## config.mk

```make
export PLATFORM = sky130hd
export DESIGN_NAME = i_mem_arb
export DESIGN_NICKNAME = d
export VERILOG_FILES = /design/src/rtl/i_mem_arb.sv
export SDC_FILE = /design/constraint.sdc
export NUM_CORES = 1
export LEC_CHECK = 0
export CORE_AREA = 2 2 292 294
export CTS_CLUSTER_DIAMETER = 40
export CTS_CLUSTER_SIZE = 28
export DETAILED_ROUTE_END_ITERATION = 8
export DIE_AREA = 0 0 294 296
export PLACE_DENSITY = 0.34
export SLEW_MARGIN = 0
export SYNTH_ARGS = -nofsm -noshare
export SYNTH_HDL_FRONTEND = slang
export SYNTH_SLANG_ARGS = --single-unit
```

## constraint.sdc

```tcl
create_clock -name clock -period 2.96 [get_ports clock]
set_input_delay 0.592 -clock clock [delete_from_list [all_inputs] [get_ports clock]]
set_output_delay 0.592 -clock clock [all_outputs]
set_load 0.005 [all_outputs]
```

## src/rtl/i_mem_arb.sv

```systemverilog
// rtl/i_mem_arb.sv - instruction memory arbiter between fetch and loader with read-latency tracking
module i_mem_arb #(
    parameter int DATA_WIDTH = 128,
    parameter int ADRS_WIDTH = 32,
    parameter int RD_LATENCY = 1
) (
    input  logic                  clock,
    input  logic                  reset_n,
    input  logic                  f_req_valid,
    input  logic [ADRS_WIDTH-1:0] f_req_adrs,
    output logic                  f_req_ready,
    output logic                  f_rsp_valid,
    output logic [DATA_WIDTH-1:0] f_rsp_data,
    input  logic                  f_flush,
    input  logic                  l_req_valid,
    input  logic                  l_req_wr,
    input  logic [ADRS_WIDTH-1:0] l_req_adrs,
    input  logic [DATA_WIDTH-1:0] l_req_data,
    input  logic                  l_lock,
    output logic                  l_req_ready,
    output logic                  l_rsp_valid,
    output logic [DATA_WIDTH-1:0] l_rsp_data,
    output logic [ADRS_WIDTH-1:0] mem_address,
    output logic                  mem_wren,
    output logic [DATA_WIDTH-1:0] mem_data,
    input  logic [DATA_WIDTH-1:0] mem_q
);

    localparam logic [0:0] RR     = 1'b0;
    localparam logic [0:0] LOCKED = 1'b1;

    logic [0:0]            state;
    logic                  last_l;   // 1 = loader was granted most recently
    logic                  up;       // first clock edge after reset has been seen
    logic [RD_LATENCY-1:0] pv;       // pipeline valid
    logic [RD_LATENCY-1:0] po;       // pipeline owner, 1 = loader
    logic [RD_LATENCY-1:0] pw;       // pipeline entry is a write ack
    logic [ADRS_WIDTH-1:0] adrs_q;
    logic                  grant_f;
    logic                  grant_l;
    logic                  xfer;

    // Pick at most one requester: loader-only while locked, otherwise round robin on ties
    always_comb begin
        grant_f = 1'b0;
        grant_l = 1'b0;
        if (reset_n && up) begin
            if (state == LOCKED) begin
                grant_l = l_req_valid;
            end else if (f_req_valid && l_req_valid) begin
                grant_l = ~last_l;
                grant_f = last_l;
            end else begin
                grant_f = f_req_valid;
                grant_l = l_req_valid;
            end
        end
    end

    assign xfer        = grant_f | grant_l;
    assign f_req_ready = grant_f;
    assign l_req_ready = grant_l;
    assign mem_wren    = grant_l & l_req_wr;
    assign mem_data    = grant_l ? l_req_data : '0;
    assign mem_address = grant_f ? f_req_adrs : (grant_l ? l_req_adrs : adrs_q);

    // A flush also hides a fetch response that is due in the flush cycle itself
    assign f_rsp_valid = pv[RD_LATENCY-1] & ~po[RD_LATENCY-1] & ~f_flush;
    assign l_rsp_valid = pv[RD_LATENCY-1] & po[RD_LATENCY-1];
    assign f_rsp_data  = f_rsp_valid ? mem_q : '0;
    assign l_rsp_data  = (l_rsp_valid && !pw[RD_LATENCY-1]) ? mem_q : '0;

    // Hold grants off until the first edge after reset release
    always_ff @(posedge clock or negedge reset_n) begin
        if (!reset_n) up <= 1'b0;
        else          up <= 1'b1;
    end

    // Arbitration state: lock entry on a locked loader transfer, exit when lock is seen low
    always_ff @(posedge clock or negedge reset_n) begin
        if (!reset_n) begin
            state  <= RR;
            last_l <= 1'b0;
        end else if (state == RR) begin
            if (xfer)              last_l <= grant_l;
            if (grant_l && l_lock) state  <= LOCKED;
        end else begin
            if (!l_lock) begin
                state  <= RR;
                last_l <= 1'b1;
            end else if (xfer) begin
                last_l <= 1'b1;
            end
        end
    end

    // Address seen by i_mem is held between transfers
    always_ff @(posedge clock or negedge reset_n) begin
        if (!reset_n)  adrs_q <= '0;
        else if (xfer) adrs_q <= mem_address;
    end

    // Response tracking pipeline; flush drops in-flight fetch entries but not the new one
    always_ff @(posedge clock or negedge reset_n) begin
        if (!reset_n) begin
            pv <= '0;
            po <= '0;
            pw <= '0;
        end else begin
            pv[0] <= xfer;
            po[0] <= grant_l;
            pw[0] <= grant_l & l_req_wr;
            for (int k = 1; k < RD_LATENCY; k++) begin
                pv[k] <= pv[k-1] & ~(f_flush & ~po[k-1]);
                po[k] <= po[k-1];
                pw[k] <= pw[k-1];
            end
        end
    end

endmodule

```

== Yosys cells after proc, flatten, opt, wreduce, memory -nomap -nowiden ==
Index checks and enable logic that the tools add are counted.

* Logic and storage cells: 41
* Output and inout bits: 421
* Flip-flop bits (word level): 38

* Reduce and logical (&&, ||, !) cells: 7
* Equal/unequal tests: 1
* Bitwise operators: 8
* Multiplexer cells: 18

{| class="wikitable"
|+ Operator list
! cell !! count
|-
| $mux W128 || 3
|-
| $mux W32 || 2
|-
| $mux W1 || 13
|-
| $and A1 B1 Y1 || 4
|-
| $logic_and A1 B1 Y1 || 4
|-
| $not A1 Y1 || 3
|-
| $ne A2 B1 Y1 const B || 1
|-
| $reduce_and A2 Y1 || 1
|-
| $reduce_bool A2 Y1 || 1
|-
| $logic_not A1 Y1 || 1
|-
| $or A1 B1 Y1 || 1
|}

== Logic depth before layout (Yosys ltp) ==
Gate-level depths: netlist of run 1.

* Depth after elaboration: 8
* Mapped depth: 6
* Depth with buffers taken out: 3

== Least setup slack after synthesis of run 1 ==
OpenSTA, ideal clock, no wires.

* Path type: input to output
* Start: input l_req_valid
* End: output mem_address[0]
* Stages on the path: 6
* Required time: 2.368 ns
* Path slack: 0.733 ns
* Data arrival time: 1.635 ns
* Cell sequence: buf_2 nor2b_1 nor3b_1 buf_2 buf_2 a221o_1

* Cells in the longest elaborated chain, start to end: 6
* Elaborated cells between the ends (all ways): 9
* Classes of those cells: mux (8); reduce/logical (1)

{| class="wikitable"
|+ RTL lines
! element !! line !! text
|-
| start: declaration || 15 || <nowiki>input logic l_req_valid,</nowiki>
|-
| $logic_and A1 B1 Y1 || 50 || <nowiki>end else if (f_req_valid && l_req_valid) begin</nowiki>
|-
| $mux W1 || 50 ||
|-
| $mux W1 || 48 || <nowiki>if (state == LOCKED) begin</nowiki>
|-
| $mux W1 || 47 || <nowiki>if (reset_n && up) begin</nowiki>
|-
| $mux W32 || 65 || <nowiki>assign mem_address = grant_f ? f_req_adrs : (grant_l ? l_req_adrs : adrs_q);</nowiki>
|-
| $mux W32 (*) || 65 ||
|-
| end: declaration || 23 || <nowiki>output logic [ADRS_WIDTH-1:0] mem_address,</nowiki>
|}

Mark *: on every way between the ends. The rest lies on a longest branch, timed or not.

== Worst setup path after layout of run 1 ==
* Start: input f_req_valid
* End: output mem_address[22]

* Cells in the longest elaborated chain, start to end: 6
* Elaborated cells between the ends (all ways): 9
* Classes of those cells: mux (8); reduce/logical (1)

{| class="wikitable"
|+ RTL lines
! element !! line !! text
|-
| start: declaration || 9 || <nowiki>input logic f_req_valid,</nowiki>
|-
| $logic_and A1 B1 Y1 || 50 ||
|-
| $mux W1 || 50 ||
|-
| $mux W1 || 48 ||
|-
| $mux W1 || 47 ||
|-
| $mux W32 || 65 ||
|-
| $mux W32 (*) || 65 ||
|}

Marked as above.

==> results of run 1 <==
==> cells by family after synthesis <==
| family | synth area share [%] |
|---|---|
| flops | 20.0 |
| simple gates | 58.4 |
| buf+inv | 7.30 |
| other cells | 0.0790 |
| compound gates | 14.1 |
==> how the worst min path moves through the flow <==
stage / to / from / cells after the start
floorplan: adrs_q[0] / reset_n / 0
global placement: adrs_q[22] / adrs_q[22] / 1
detailed placement: adrs_q[26] / adrs_q[26] / 1
CTS: last_l / reset_n / 2
global route: adrs_q[16] / reset_n / 2
finish: up / reset_n / 2
==> layout make-up <==
| type | count | area share (%) |
|---|---|---|
| timing repair buffer | 841 | 58.5 |
| multi-input combinational | 529 | 24.5 |
| tap | 1090 | 9.25 |
| sequential | 38 | 6.45 |
| clock buffer | 6 | 0.942 |
| antenna | 15 | 0.254 |
| clock inverter | 2 | 0.0848 |
| inverter | 1 | 0.0254 |
==> flip-flops by register name (all words and copies together), names as in the netlist <==
register,cells
adrs_q,32
last_l,1
po,1
pv,1
pw,1
state,1
up,1
==> layer usage <==
metal  vias to the layer above  track usage, %  share of wire [%]
met2                       441            21.3                 46
met1                      3632            14.7                 39
met5                         -               0               0.43
met3                        70            8.78                 13
met4                        42            3.12                1.2
li1                       3686               -                  -
==> cells in the mapped netlist <==
| cell | instances | area share [%] |
|---|---|---|
| a21boi_0 | 1 | 0.16 |
| a221o_1 | 65 | 14 |
| and2_1 | 387 | 51 |
| and3b_1 | 1 | 0.18 |
| buf_1 | 3 | 0.24 |
| buf_2 | 13 | 1.4 |
| buf_6 | 10 | 2.4 |
| clkbuf_1 | 41 | 3.2 |
| conb_1 | 1 | 0.079 |
| dfrtp_1 | 38 | 20 |
| inv_1 | 1 | 0.079 |
| nand2_1 | 33 | 2.6 |
| nand2b_1 | 1 | 0.13 |
| nor2b_1 | 3 | 0.40 |
| nor3_1 | 32 | 3.4 |
| nor3b_1 | 2 | 0.32 |
| nor3b_4 | 1 | 0.40 |
| o21a_1 | 1 | 0.16 |
| o21ai_0 | 1 | 0.11 |
==> critical path: cells and delay by family <==
| kind | cells | cell delay (ps) |
|---|---|---|
| compound gates | 1 | 390 |
| simple gates | 2 | 330 |
| buf+inv | 5 | 1010 |
==> power by group through the flow <==
stage | Combinational, mW | Sequential [mW] | Clock, mW
after detailed placement | 1.59 | 0.684 | 0
after floorplan | 0.438 | 0.672 | 0
after CTS | 1.65 | 0.683 | 0.621
after global placement | 1.60 | 0.690 | 0
final | 1.62 | 0.686 | 0.590
after global routing | 1.74 | 0.699 | 0.628
==> stage by stage <==
step / hold slack (ps) / area [um2] / util, %
3_5_place_dp: 499 / 13900 / 16.5
4_1_cts: 415 / 14700 / 17.4
2_1_floorplan: 296 / 4740 / -
6_report: 388 / 14700 / 17.5
5_1_grt: 450 / 14700 / 17.5
3_3_place_gp: 498 / 13900 / 16.5
==> timing repair <==
item | CTS | global route
resized for setup | 287 | 41
buffers inserted | 19 | 5
pin swaps | 6 | 2
hold buffers | 0 | 0
endpoints found under the setup margin | 272 | 81
endpoints found under the hold margin | 0 | 0
cloned | 15 | 1
==> impl_metrics.env, run 1 <==
export IMPL_syn_cell_area_um2=4740
export IMPL_grt_max_degree=39
export IMPL_synth_seq_cells=38
export IMPL_r2r_end="adrs_q[26]"
export IMPL_place_congestion=0.875
export IMPL_p_leak_nw=6.31
export IMPL_power_switching_mw=0.926
export IMPL_drtPass1Iterations=4
export IMPL_required_ps=2370
export IMPL_drc=0
export IMPL_skew_ps=4.21
export IMPL_crit_path_end_kind="primary output"
export IMPL_antenna_found_initial=43
export IMPL_period_needed_ps=2900
export IMPL_grt_pass1_vias=7916
export IMPL_cp_arrival_ps=2310
export IMPL_synth_avg_cell_area_um2=7.47
export IMPL_htree_num_levels=2
export IMPL_synth_distinct_cells=19
export IMPL_clockBufferDepth=2
export IMPL_start_util_pct=5.63
export IMPL_fillCellCount=9491
export IMPL_mostFrequentLayoutCells="clkdlybuf4s50_1, and2_1, dlygate4sd2_1, a221o_1, buf_4"
export IMPL_multi_input_area_um2=3620
export IMPL_fin_ws_ps=59.7
export IMPL_rows=107
export IMPL_power_density_nw_per_um2=196
export IMPL_track_usage_pct=13.4
export IMPL_crit_end="mem_address[22]"
export IMPL_combPwrFrac_pct=55.9
export IMPL_die_x_um=294
export IMPL_io_buffer_count=747
export IMPL_yosysSeqAreaShare_pct=20.0
export IMPL_max_slew_margin_rel_pct=63.1
export IMPL_clockRootBuffer="clkbuf_16"
export IMPL_slowest_stage="a221o_1"
export IMPL_crit_path_start_kind="primary input"
export IMPL_final_nets=1743
export IMPL_drt_total_wl_mm=61.9
export IMPL_power_share_clock_pct=20.4
export IMPL_yosysWarnings=0
export IMPL_regArea_um2=951
export IMPL_r2r_cells=8
export IMPL_synthToLayoutAreaGrowth_pct=211
export IMPL_grt_pass1_wl_mm=77.6
export IMPL_worstMarginPinSlew_ps=554
export IMPL_cts_made_buffers=5
export IMPL_final_hold_viol_count=0
export IMPL_cts_sinks=38
export IMPL_regToRegSetupSlack_ps=1170
export IMPL_dp_hpwl_mm=53.1
export IMPL_maxSlewViolCount=0
export IMPL_setup_viol=0
export IMPL_critPathLaunch="f_req_valid"
export IMPL_worst_path_largest_cell_delay_ps=390
export IMPL_finalPower_mw=2.89
export IMPL_finalSetupTns_ps=0
export IMPL_syn_nets=962
export IMPL_status="finished clean"
export IMPL_path_class="in -> out"
export IMPL_place_worst_setup_slack_ps=-367
export IMPL_postSynthCellCount=635
export IMPL_die_area_um2=87000
export IMPL_drt_iter0_drc=311
export IMPL_cts_tree="built"
export IMPL_insertion_delay_ps=300
export IMPL_layout_commonest_cell="clkdlybuf4s50_1"
export IMPL_crit_top_cell="buf_4"
export IMPL_chipHeight_um=296
export IMPL_coreArea_um2=84200
export IMPL_swShare_pct=32.0
export IMPL_period_share_pct=98.0
export IMPL_placed_cells=2460
export IMPL_fin_cells=2522
export IMPL_worst_path_max_fanout=10
export IMPL_cap_violations=0
export IMPL_ant_nets=0
export IMPL_r2r_start="state"
export IMPL_max_freq_ghz=0.345
export IMPL_power_internal_mw=1.97
export IMPL_wl_per_cell_um=24.6
export IMPL_hp_class="in -> async"
export IMPL_num_vias=7871
export IMPL_grt_ovfl_total=0
export IMPL_ir_drop_uv=246
export IMPL_avgViaCountPerCell=3.12
export IMPL_final_layout_size_suffix_gt1_share_pct=13.1
export IMPL_clkTransAtPathRegs_ps=60
export IMPL_seqPwrFrac_pct=23.7
export IMPL_worstPathCellList="dlygate4sd2_1, nor2b_2, nor3b_4, buf_12, bufbuf_16, buf_4, a221o_1, buf_4"
export IMPL_pin_count=748
Power figures use the tool's default switching activity.
==> inputs of run 2 (changes only) <==
--- a/config.mk
+++ b/config.mk
@@ -5,12 +5,15 @@
 export SDC_FILE = /design/constraint.sdc
 export NUM_CORES = 1
 export LEC_CHECK = 0
-export CORE_AREA = 2 2 292 294
+export ABC_AREA = 1
+export ABC_CLOCK_PERIOD_IN_PS = 2960
+export CORE_AREA = 2 2 291 293
 export CTS_CLUSTER_DIAMETER = 40
 export CTS_CLUSTER_SIZE = 28
 export DETAILED_ROUTE_END_ITERATION = 8
-export DIE_AREA = 0 0 294 296
+export DIE_AREA = 0 0 293 295
 export PLACE_DENSITY = 0.34
+export SKIP_CTS_REPAIR_TIMING = 1
 export SLEW_MARGIN = 0
 export SYNTH_ARGS = -nofsm -noshare
 export SYNTH_HDL_FRONTEND = slang
==> run 2 against run 1 <==
  * Critical path type unchanged
  * Setup slack got worse by 8.5 ps
  * Sequential cell count is the same
  * Highest routed layer unchanged
  * Hold slack got worse by 130 ps
  * Design area fell by 0.62%
  * Cell count is 12% higher
  * Register-to-register slack improved by 350 ps
  * Largest power group unchanged
==> impl_metrics.env, run 2 <==
export IMPL_combPwrFrac_pct=54.5
export IMPL_postSynthCellCount=929
export IMPL_final_layout_size_suffix_gt1_share_pct=12.5
export IMPL_synth_most_common_cell="nor2_1"
export IMPL_place_congestion=0.912
export IMPL_grt_ovfl_total=0
export IMPL_power_internal_mw=2.08
export IMPL_power_share_clock_pct=24.5
export IMPL_syn_cell_area_um2=4910
export IMPL_ir_drop_uv=220
export IMPL_setup_viol=0
export IMPL_yosysTopAreaCell="nor2_1"
export IMPL_ant_nets=0
export IMPL_rows=106
export IMPL_maxSlewViolCount=0
export IMPL_power_density_nw_per_um2=211
export IMPL_yosysSeqAreaShare_pct=19.3
export IMPL_htree_num_levels=2
export IMPL_power_switching_mw=1.01
export IMPL_num_vias=8680
export IMPL_required_ps=2370
export IMPL_syn_nets=1256
export IMPL_fin_ws_ps=51.2
export IMPL_synth_area_top_cells="nor2_1, inv_1, dfrtp_1"
export IMPL_r2r_start="state"
export IMPL_drc=0
export IMPL_rsz0062_at_grt="yes"
export IMPL_hp_class="in -> async"
export IMPL_status="finished clean"
export IMPL_insertion_delay_ps=300
export IMPL_cap_violations=0
export IMPL_grt_max_degree=62
export IMPL_max_freq_ghz=0.344
export IMPL_synth_distinct_cells=18
export IMPL_io_buffer_count=747
export IMPL_max_slew_margin_rel_pct=64.8
export IMPL_path_class="in -> out"
export IMPL_synth_top_cells_by_count="nor2_1, inv_1, nand3_1"
export IMPL_swShare_pct=32.7
export IMPL_cp_arrival_ps=2320
export IMPL_crit_path_start_kind="primary input"
export IMPL_coreArea_um2=83200
export IMPL_period_share_pct=98.3
export IMPL_wl_per_cell_um=19.2
export IMPL_start_util_pct=5.91
export IMPL_grt_pass1_vias=8886
export IMPL_final_hold_viol_count=0
export IMPL_dp_hpwl_mm=48.2
export IMPL_r2r_cells=8
export IMPL_yosysWarnings=0
export IMPL_skew_ps=10.2
export IMPL_placed_cells=2800
export IMPL_synth_edff_count=0
export IMPL_largest_reg_flops=32
export IMPL_avgViaCountPerCell=3.08
export IMPL_final_nets=2060
export IMPL_synth_seq_cells=38
export IMPL_clockRootBuffer="clkbuf_16"
export IMPL_pin_count=748
export IMPL_drtPass1Iterations=5
export IMPL_r2r_end="adrs_q[14]"
export IMPL_cts_made_buffers=5
export IMPL_yosysTopAreaCellShare_pct=23.6
export IMPL_grt_pass1_wl_mm=70.6
export IMPL_period_needed_ps=2910
export IMPL_synthToLayoutAreaGrowth_pct=198
export IMPL_drt_iter0_drc=308
export IMPL_drt_total_wl_mm=54.1
export IMPL_regMostFlops="adrs_q"
export IMPL_regToRegSetupSlack_ps=1520
export IMPL_die_x_um=293
export IMPL_mostFrequentLayoutCells="clkdlybuf4s50_1, nor2_1, inv_1, nand3_1, buf_4"
export IMPL_seqPwrFrac_pct=21.0
export IMPL_clkTransAtPathRegs_ps=60
export IMPL_worstMarginPinSlew_ps=528
export IMPL_place_worst_setup_slack_ps=-228
export IMPL_finalPower_mw=3.09
export IMPL_die_area_um2=86400
export IMPL_clockBufferDepth=2
export IMPL_cts_sinks=38
export IMPL_fin_cells=2820
export IMPL_cts_tree="built"
export IMPL_track_usage_pct=11.5
export IMPL_antenna_found_initial=33
export IMPL_layout_commonest_cell="clkdlybuf4s50_1"
export IMPL_p_leak_nw=6.84
export IMPL_crit_path_end_kind="primary output"
export IMPL_ys_async_sr_fraction_pct=100
export IMPL_chipHeight_um=295
export IMPL_synthFlopType="dfrtp_1"
export IMPL_synth_avg_cell_area_um2=5.29
export IMPL_worst_path_max_fanout=43
==> run 2: cell count changes in the layout (fill, tap and decap cells not counted), sizes merged, moves of 8 or more <==
cell | previous run | this run
clkdlybuf4s15 | 11 | 0
clkbuf | 15 | 6
a221o | 65 | 0
clkdlybuf4s50 | 561 | 727
nand2 | 33 | 6
nor2 | 0 | 389
buf | 125 | 114
and2 | 387 | 0
nor3 | 32 | 1
dlygate4sd2 | 115 | 0
inv | 1 | 268
nand3 | 0 | 162
diode | 15 | 6
bufbuf | 8 | 0
==> run 2: power by group through the flow <==
stage / Combinational, mW / Clock [mW] / Sequential (mW)
finish: 1.68 / 0.756 / 0.650
global route: 1.83 / 0.818 / 0.662
CTS: 1.70 / 0.797 / 0.646
detailed placement: 1.69 / 0 / 0.656
global placement: 1.70 / 0 / 0.656
floorplan: 0.481 / 0 / 0.645
==> run 2: how the worst max path moves through the flow <==
stage,from,endpoint,slack [ps],cells after the start
5_1_grt,f_flush,f_rsp_data[83],-5,7
3_5_place_dp,l_req_valid,mem_data[127],-230,7
4_1_cts,l_req_valid,mem_data[127],-230,7
2_1_floorplan,f_flush,f_rsp_data[107],1090,5
3_3_place_gp,l_req_valid,mem_data[127],-210,7
6_report,f_flush,f_rsp_data[19],50,7
==> run 2: through the flow <==
| step | TNS [ps] | cell area, um2 | hold slack [ps] | util (%) |
|---|---|---|---|---|
| final | 0 | 14700 | 258 | 17.6 |
| after global routing | -4.50 | 14600 | 264 | 17.6 |
| after CTS | -19730 | 14500 | 250 | 17.5 |
| after detailed placement | -13750 | 14300 | 508 | 17.2 |
| after global placement | -12730 | 14300 | 499 | 17.2 |
| after floorplan | 0 | 4910 | 296 | - |
==> run 2: cell type report <==
cell class / instances / area [um2]
fill: 9416 / 68500
timing repair buffer: 855 / 8530
multi-input combinational: 565 / 2600
tap: 1080 / 1350
inverter: 268 / 1010
sequential: 38 / 953
clock buffer: 5 / 125
clock inverter: 3 / 68.8
antenna: 6 / 15.0
==> run 2: cell families (layout without fill, tap and decap cells) <==
logic type | count (synthesis) | count (layout) | synth area share [%]
AO/OA/AOI/OAI | 3 | 3 | 0.305
buffers and inverters | 328 | 1131 | 28.9
flip-flops | 38 | 38 | 19.3
other | 1 | 7 | 0.0763
AND/OR/NAND/NOR | 559 | 561 | 51.3
==> run 2: worst max-delay path: stages <==
cell             delay [ps]
clkdlybuf4s50_1         440
nor3_4                  180
inv_4                    90
buf_12                  180
buf_4                   190
nor2_1                  100
clkdlybuf4s50_1         510
==> run 2: layer usage <==
layer	routed length, um	part of all wire (%)	vias up	track usage, %
li1	-	-	4248	-
met1	22100	41	3901	13.7
met2	26200	48	464	20.3
met3	5110	9.5	51	4.33
met4	565	1.0	16	1.35
met5	98	0.18	-	0
